==> src/rtl/controle_pontuacao.sv <==
// Round scorer: five-state FSM turns (round, error count) into points, accumulates a saturating score and tracks the record.
// pronto pulses in the 4th cycle after an accepted fim_rodada; requests while ocupado are dropped, never queued.
module controle_pontuacao #(
  parameter logic [7:0] PONTOS_MAX = 8'd255
) (
  input  logic       clock,
  input  logic       reset,
  input  logic       zera,
  input  logic       registra_erro,
  input  logic       fim_rodada,
  input  logic [3:0] rodada,
  output logic [7:0] erros_rodada,
  output logic [7:0] ganho,
  output logic [7:0] pontos,
  output logic [7:0] recorde,
  output logic       ocupado,
  output logic       pronto,
  output logic       novo_recorde
);

  typedef enum logic [2:0] {
    OCIOSO,
    CAPTURA,
    SUBTRAI,
    ACUMULA,
    FINALIZA
  } estado_t;

  estado_t    estado_q, estado_d;
  logic [3:0] rodada_q, rodada_d;
  logic [7:0] snap_q, snap_d;
  logic [3:0] base_q, base_d;
  logic [7:0] ganho_q, ganho_d;
  logic [7:0] pontos_q, pontos_d;
  logic [7:0] recorde_q, recorde_d;
  logic [7:0] erros_q, erros_d;
  logic       ocupado_q, ocupado_d;
  logic       pronto_q, pronto_d;
  logic       novo_q, novo_d;

  logic [8:0] soma;
  logic [7:0] pontos_sat;
  logic [7:0] erros_inc;

  always_comb begin
    estado_d   = estado_q;
    rodada_d   = rodada_q;
    snap_d     = snap_q;
    base_d     = base_q;
    ganho_d    = ganho_q;
    pontos_d   = pontos_q;
    recorde_d  = recorde_q;
    ocupado_d  = ocupado_q;
    pronto_d   = 1'b0;
    novo_d     = 1'b0;

    // Nine-bit sum so a large score plus gain cannot wrap before saturation.
    soma       = {1'b0, pontos_q} + {1'b0, ganho_q};
    pontos_sat = (soma > {1'b0, PONTOS_MAX}) ? PONTOS_MAX : soma[7:0];
    erros_inc  = (registra_erro && (erros_q != 8'hFF)) ? erros_q + 8'd1 : erros_q;
    erros_d    = erros_inc;

    if (zera) begin
      estado_d  = OCIOSO;
      pontos_d  = 8'd0;
      ganho_d   = 8'd0;
      erros_d   = 8'd0;
      ocupado_d = 1'b0;
    end else begin
      case (estado_q)
        OCIOSO: begin
          if (fim_rodada) begin
            estado_d  = CAPTURA;
            rodada_d  = rodada;
            snap_d    = erros_inc;
            erros_d   = 8'd0;
            ocupado_d = 1'b1;
          end
        end
        CAPTURA: begin
          if (rodada_q == 4'd0)      base_d = 4'd1;
          else if (rodada_q > 4'd9)  base_d = 4'd9;
          else                       base_d = rodada_q;
          estado_d = SUBTRAI;
        end
        SUBTRAI: begin
          ganho_d  = (snap_q < {4'b0, base_q}) ? ({4'b0, base_q} - snap_q) : 8'd0;
          estado_d = ACUMULA;
        end
        ACUMULA: begin
          pontos_d = pontos_sat;
          if (pontos_sat > recorde_q) begin
            recorde_d = pontos_sat;
            novo_d    = 1'b1;
          end
          pronto_d = 1'b1;
          estado_d = FINALIZA;
        end
        FINALIZA: begin
          estado_d  = OCIOSO;
          ocupado_d = 1'b0;
        end
        default: begin
          estado_d  = OCIOSO;
          ocupado_d = 1'b0;
        end
      endcase
    end
  end

  always_ff @(posedge clock or posedge reset) begin
    if (reset) begin
      estado_q  <= OCIOSO;
      rodada_q  <= 4'd0;
      snap_q    <= 8'd0;
      base_q    <= 4'd0;
      ganho_q   <= 8'd0;
      pontos_q  <= 8'd0;
      recorde_q <= 8'd0;
      erros_q   <= 8'd0;
      ocupado_q <= 1'b0;
      pronto_q  <= 1'b0;
      novo_q    <= 1'b0;
    end else begin
      estado_q  <= estado_d;
      rodada_q  <= rodada_d;
      snap_q    <= snap_d;
      base_q    <= base_d;
      ganho_q   <= ganho_d;
      pontos_q  <= pontos_d;
      recorde_q <= recorde_d;
      erros_q   <= erros_d;
      ocupado_q <= ocupado_d;
      pronto_q  <= pronto_d;
      novo_q    <= novo_d;
    end
  end

  assign erros_rodada = erros_q;
  assign ganho        = ganho_q;
  assign pontos       = pontos_q;
  assign recorde      = recorde_q;
  assign ocupado      = ocupado_q;
  assign pronto       = pronto_q;
  assign novo_recorde = novo_q;

endmodule
==> config.mk <==
export PLATFORM = sky130hd
export DESIGN_NAME = controle_pontuacao
export DESIGN_NICKNAME = d
export VERILOG_FILES = /design/src/rtl/controle_pontuacao.sv
export SDC_FILE = /design/constraint.sdc
export NUM_CORES = 1
export LEC_CHECK = 0
export BUFFER_PORTS_ARGS = -buffer_cell sky130_fd_sc_hd__buf_2
export CAP_MARGIN = 20
export CORE_MARGIN = 10
export CORE_UTILIZATION = 53
export CTS_BUF_LIST = sky130_fd_sc_hd__clkbuf_4 sky130_fd_sc_hd__clkbuf_8
export DETAILED_ROUTE_END_ITERATION = 12
export GPL_ROUTABILITY_DRIVEN = 0
export PLACE_DENSITY_LB_ADDON = 0.25
export SLEW_MARGIN = 20
export SYNTH_ARGS = -nofsm -noshare
export SYNTH_HDL_FRONTEND = slang
export SYNTH_SLANG_ARGS = --single-unit
export TNS_END_PERCENT = 50
==> constraint.sdc <==
create_clock -name clock -period 3.5 [get_ports clock]
set_input_delay 0.175 -clock clock [delete_from_list [all_inputs] [get_ports clock]]
set_output_delay 0.175 -clock clock [all_outputs]
set_load 0.05 [all_outputs]
==> impl_metrics.tcl, run 1 <==
set metrics [dict create \
    path_depth 14 \
    wl_met1_um 2870 \
    dr.pass1.iters 4 \
    fillers 414 \
    wl_met3_um 365 \
    reg2reg_slack_ps 20 \
    holdPathStages 2 \
    die_area_mm2 0.00872 \
    critPathMaxStageDelay_ps 440 \
    synthXorXnorAreaFrac_pct 2.45 \
    drcViolationCount 0 \
    ff2ff_path_depth 14 \
    syn2layout_area_growth_pct 21.5 \
    power.total_mw 1.42 \
    async_flop_share_pct 100 \
    antenna_cells 0 \
    fin_nets 369 \
    path_clk_slew_ps 90 \
    wl_met2_um 2960 \
    path_buf_inv 2 \
    crit_family "compound AO/OA/AOI/OAI gates" \
    grt_util_all_layers_pct 14.4 \
    hold_viol 0 \
    antenna_found_initial 0 \
    clock_latency_ps 300 \
    synth.mux.area_fraction_pct 5.26 \
    power_density_mw_per_mm2 409 \
    fin_util_pct 67.1 \
    first_iter_violations 61 \
    rsz0062_at_grt "true" \
    synth-seq-area-share_pct 47.3 \
    path_common_cell "ha_4" \
    worst_slew_pin_slew_ps 706 \
    coreArea_mm2 0.00517 \
    die_y_um 93.4 \
    synth_top_family_by_area "compound AO/OA/AOI/OAI gates" \
    fmax_ghz 0.288 \
    r2r_start "ganho[0]" \
    highest_layer "met4" \
    place_hpwl_um 4670 \
    initial_utilization_pct 55.2 \
    detail_route.wl_per_cell_um 15.4 \
    dpl_cell_area_mm2 0.00321 \
    cts_tree "built" \
    synth_edf_count 0 \
    power.leakage_nw 1.85 \
    cts_sinks 54 \
    cts_made_buffers 5 \
    outcome "complete, no violations" \
    synthSimpleGateAreaFrac_pct 14.1 \
    max_slew_margin_pct 53.0 \
    fin_crit_ps 3480 \
    drv_cap 0 \
    skew_ps 1.98 \
    crit_path_top_delay_cell "dfrtp_2" \
    r2r-end "recorde[5]" \
    viasPerCell 5.45 \
    synth-compound-area-share_pct 16.0 \
    crit_required_ps 3700 \
    setup_viol 0 \
    min_to "rodada_q[3]" \
    cts.htree.levels 2 \
    ys_ff_latch 54 \
    report.final.slew_viol_count 0 \
    num_vias 2225 \
    stdcell_area_mm2 0.00347 \
    grt_max_degree 38 \
    vdd_drop_max_mv 0.282 \
    grt_pass1_wl_um 10300 \
    drt-total-wl_um 6260 \
    synth_top_area_share_pct 47.3 \
    worstHoldPathType "primary input to register" \
    yosys_warnings 0 \
    die_x_um 93.4 \
    ys_types 46 \
    ant_nets 0 \
    drive_above_1_share_pct 27.2 \
    rows 26 \
    cp_cell_sequence "ha_4, fa_2, a21o_1, a31oi_4, o221ai_4, nor2_2, inv_1, ha_4, and3_4, a221o_1, a21oi_2, a311o_1, buf_6, mux2_2" \
    fin_crit_sh_pct 99.4 \
    grt_overflow_total 0 \
    netlist_area_mm2 0.00286 \
    yosys.area_share.adder_pct 10.6 \
    cp-start-kind "register" \
    arrival_ps 3670 \
    criticalPathCategory "register to register" \
    clk_path_buf_depth 2 \
    worstPathMaxFanout 7 \
    critPathCaptureType "register" \
    synth_ff_type "dfrtp_1" \
    min_from "rodada[3]" \
    grt_pass1_vias 2142 \
    port_buffers 43 \
    whs_ps 75.8 \
    synthTopCellsByArea "dfrtp_1, ha_1, inv_1" \
    yosysTopAreaCell "dfrtp_1" \
    boundaryPins 44 \
    syn_inst 276 \
    synth_fp_nets 308 \
    avgSynthCellArea_um2 10.3 \
    clockRootBuffer "clkbuf_8" \
]
-- logic make-up after synthesis --
| kind of cell | Yosys count |
|---|---|
| adder cells (fa/ha/maj) | 23 |
| AO/OA/AOI/OAI | 66 |
| AND/OR/NAND/NOR | 80 |
| flip-flops | 54 |
| multiplexers | 14 |
| XOR/XNOR | 8 |
| buffers and inverters | 31 |
-- sequential cells by signal, summed over array words and instances (netlist names) --
signal        count
pronto            1
estado_q          3
rodada_q          4
recorde           8
snap_q            8
ocupado           1
base_q            4
erros_rodada      8
pontos            8
ganho             8
novo_recorde      1
-- metal layers --
metal | vias up | GRT usage, %
li1 | 1099 | -
met4 | 0 | 4.24
met2 | 38 | 22.0
met5 | - | 0
met3 | 6 | 4.64
met1 | 1082 | 19.1
-- worst max-delay path by stage --
stage | endpoint | from
CTS | recorde[6] | pontos[0]
floorplan | recorde[5] | pontos[0]
finish | recorde[5] | ganho[0]
detailed placement | recorde[6] | pontos[0]
global placement | recorde[6] | pontos[0]
global route | recorde[5] | ganho[0]
-- cell usage in the layout (no fill, tap or decap), types with 3 or more instances in the layout --
master    instances
dfrtp_1          52
buf_2            43
inv_1            25
nand2_1          24
ha_1             18
o21ai_0          17
nor2_1           15
buf_4            13
a21oi_1          11
a21o_1            8
a22o_1            8
o21ai_1           7
mux2i_1           6
clkbuf_8          6
mux2_1            5
xor2_1            5
nor2_2            4
and2_1            4
and3_1            4
nand4_1           4
nand3_1           3
xnor2_1           3
nor3_1            3
nand2b_1          3
ha_4              3
-- synth_stat cells (2+ instances only) --
library cell,number
a221o_1,2
fa_1,2
o21ai_0,18
and3_1,5
nor3b_1,2
a22o_1,8
and2_1,4
nor2b_1,2
nand2b_1,4
xnor2_1,3
clkbuf_1,3
nand3_1,3
mux2i_1,6
ha_1,21
a21oi_1,12
or3_1,2
nand2_1,25
nor3_1,3
dfrtp_1,54
nand4_1,4
nor2_1,18
xor2_1,5
a21o_1,8
nand3b_1,2
inv_1,26
mux2_2,3
mux2_1,5
nor4_1,2
o21ai_1,7
-- power breakdown --
group | switching [mW] | internal (mW)
clock network | 0.196 | 0.168
registers | 0.0387 | 0.672
logic | 0.208 | 0.137
total | 0.442 | 0.977
-- stage by stage --
step / setup WS (ps) / setup TNS [ps] / instances
after floorplan: 41.7 / 0 / 276
after global placement: 47.6 / 0 / 391
after detailed placement: -17.2 / -33.0 / 391
after CTS: 51.3 / 0 / 404
after global routing: -70.1 / -376 / 408
final: 22.3 / 0 / 408
-- layout make-up --
class	instances	area, µm²	area share, %
well taps	70	87.6	2.53
multi-input cells	191	1500	43.1
flip-flops and latches	54	1350	39.0
inverters	27	101	2.92
clock inverters	1	5.00	0.144
clock buffers	7	90.1	2.60
repair buffers	58	334	9.63
-- repair_timing --
| action | in CTS | in global routing |
|---|---|---|
| setup endpoints to repair | 3 | 9 |
| hold buffers | 1 | 0 |
| pin swaps | 2 | 11 |
| hold endpoints to repair | 17 | 0 |
| buffers inserted | 4 | 4 |
| gates resized for setup | 2 | 14 |
Note: power is estimated with default switching activity, not from simulation.
==> run 2, diff against run 1 <==
--- a/config.mk
+++ b/config.mk
@@ -7,7 +7,7 @@
 export LEC_CHECK = 0
 export BUFFER_PORTS_ARGS = -buffer_cell sky130_fd_sc_hd__buf_2
 export CAP_MARGIN = 20
-export CORE_MARGIN = 10
+export CORE_MARGIN = 1.5
 export CORE_UTILIZATION = 53
 export CTS_BUF_LIST = sky130_fd_sc_hd__clkbuf_4 sky130_fd_sc_hd__clkbuf_8
 export DETAILED_ROUTE_END_ITERATION = 12
==> run 2 against run 1 <==
  * Total power decreased by 1.1%
  * Combinational power decreased by 5%
  * Hold slack got worse by 1.1 ps
  * Largest cell class unchanged
  * Clock power about the same
==> impl_metrics.tcl, run 2 (synthesized netlist as in run 1, its figures left out) <==
set metrics [dict create \
    cts_sinks 54 \
    min_from "rodada[3]" \
    first_iter_violations 88 \
    whs_ps 74.8 \
    cts_made_buffers 5 \
    rows 26 \
    layout_setup_ws_ps 123 \
    reg2reg_slack_ps 120 \
    final_cell_mix "dfrtp_1, buf_2, inv_1, nand2_1, ha_1" \
    power.total_mw 1.40 \
    criticalPathCategory "register to register" \
    initial_utilization_pct 55.6 \
    fmax_ghz 0.296 \
    die_y_um 76.4 \
    r2r_start "pontos[0]" \
    drv_cap 0 \
    cts.htree.levels 2 \
    grt_max_degree 34 \
    fin_crit_sh_pct 96.5 \
    viasPerCell 5.48 \
    min_to "rodada_q[3]" \
    die_area_mm2 0.00584 \
    fin_nets 364 \
    worst_slew_pin_slew_ps 703 \
    coreArea_mm2 0.00514 \
    setup_viol 0 \
    arrival_ps 3570 \
    grt_pass1_vias 2199 \
    holdPathStages 2 \
    layout_commonest_cell "dfrtp_1" \
    place_hpwl_um 4410 \
    ff2ff_path_depth 13 \
    crit_required_ps 3690 \
    cts_tree "built" \
    fin_tns_setup_ps 0 \
    power_density_mw_per_mm2 415 \
    pre_cts_ws_ps -61.1 \
    grt_overflow_total 0 \
    power.leakage_nw 1.82 \
    boundaryPins 44 \
    report.final.slew_viol_count 0 \
    antenna_found_initial 0 \
    cp-start-kind "register" \
    critPathCaptureType "register" \
    grt_pass1_wl_um 9940 \
    drcViolationCount 0 \
    vdd_drop_max_mv 0.287 \
    clockRootBuffer "clkbuf_8" \
    port_buffers 43 \
    worstHoldPathType "primary input to register" \
    r2r-end "recorde[6]" \
    path_clk_slew_ps 100 \
    outcome "complete, no violations" \
    antenna_cells 0 \
    clock_latency_ps 310 \
    dr.pass1.iters 6 \
    fin_crit_ps 3380 \
    drt-total-wl_um 5790 \
    drive_above_1_share_pct 24.3 \
    die_x_um 76.4 \
    grt_util_all_layers_pct 21.6 \
    detail_route.wl_per_cell_um 14.4 \
    worstPathMaxFanout 7 \
    clk_path_buf_depth 2 \
    hold_viol 0 \
    layout.cells.non_filler 403 \
    num_vias 2207 \
    skew_ps 11.3 \
    ant_nets 0 \
    syn2layout_area_growth_pct 18.4 \
    dp.cells 393 \
    max_slew_margin_pct 53.1 \
]
-- run 2: cell count changes in the layout (fill, tap and decap cells not counted), sizes merged --
cell  before  now
buf       57   52
-- run 2: power by group --
part | internal (mW) | total (mW) | switching, mW
sequential | 0.672 | 0.711 | 0.0386
combinational | 0.129 | 0.329 | 0.200
clock | 0.168 | 0.365 | 0.197
total | 0.969 | 1.40 | 0.435
-- run 2: through the flow --
step	cell area [µm²]	utilization, %
after floorplan	2890	-
after global placement	3230	62.8
after detailed placement	3230	62.8
after CTS	3340	64.9
after global routing	3380	65.8
final	3380	65.8
-- run 2: how the worst max path moves through the flow --
stage	end	cells after the start	slack (ps)	startpoint
after floorplan	recorde[5]	14	40	pontos[0]
after global placement	recorde[5]	12	60	pontos[0]
after detailed placement	recorde[6]	12	-60	pontos[0]
after CTS	recorde[6]	12	20	pontos[0]
after global routing	recorde[6]	13	-9	pontos[0]
final	recorde[6]	13	120	pontos[0]
-- run 2: final cells by class --
| cell class | instances | area [µm²] |
|---|---|---|
| Fill cell | 429 | 1760 |
| Timing Repair Buffer | 53 | 293 |
| Clock buffer | 7 | 90.1 |
| Tap cell | 70 | 87.6 |
| Clock inverter | 1 | 5.00 |
| Sequential cell | 54 | 1350 |
| Multi-Input combinational cell | 191 | 1450 |
| Inverter | 27 | 101 |
-- run 2: per-layer routing --
metal	wire (µm)	share of wire [%]	global-route usage, %
met1	2510	43	26.4
met2	3000	52	38.3
met4	101	1.7	8.33
met3	175	3.0	3.59
met5	0	0	0
-- run 2: what timing repair did --
item	in CTS	in global routing
hold buffers	1	0
setup buffers	0	1
pin swaps	0	7
setup endpoints to repair	7	7
hold endpoints to repair	32	0
gates resized for setup	1	7
-- run 2: worst max-delay path, stage by stage, from the launching register on --
cell      delay, ps
dfrtp_2         440
ha_4            170
fa_2            350
a21o_1          220
a31oi_4         170
o221ai_4        170
nor2_2          150
inv_1            50
ha_1            280
and3_1          200
a221o_1         340
a21oi_1         160
a311o_2         220
mux2_2          350
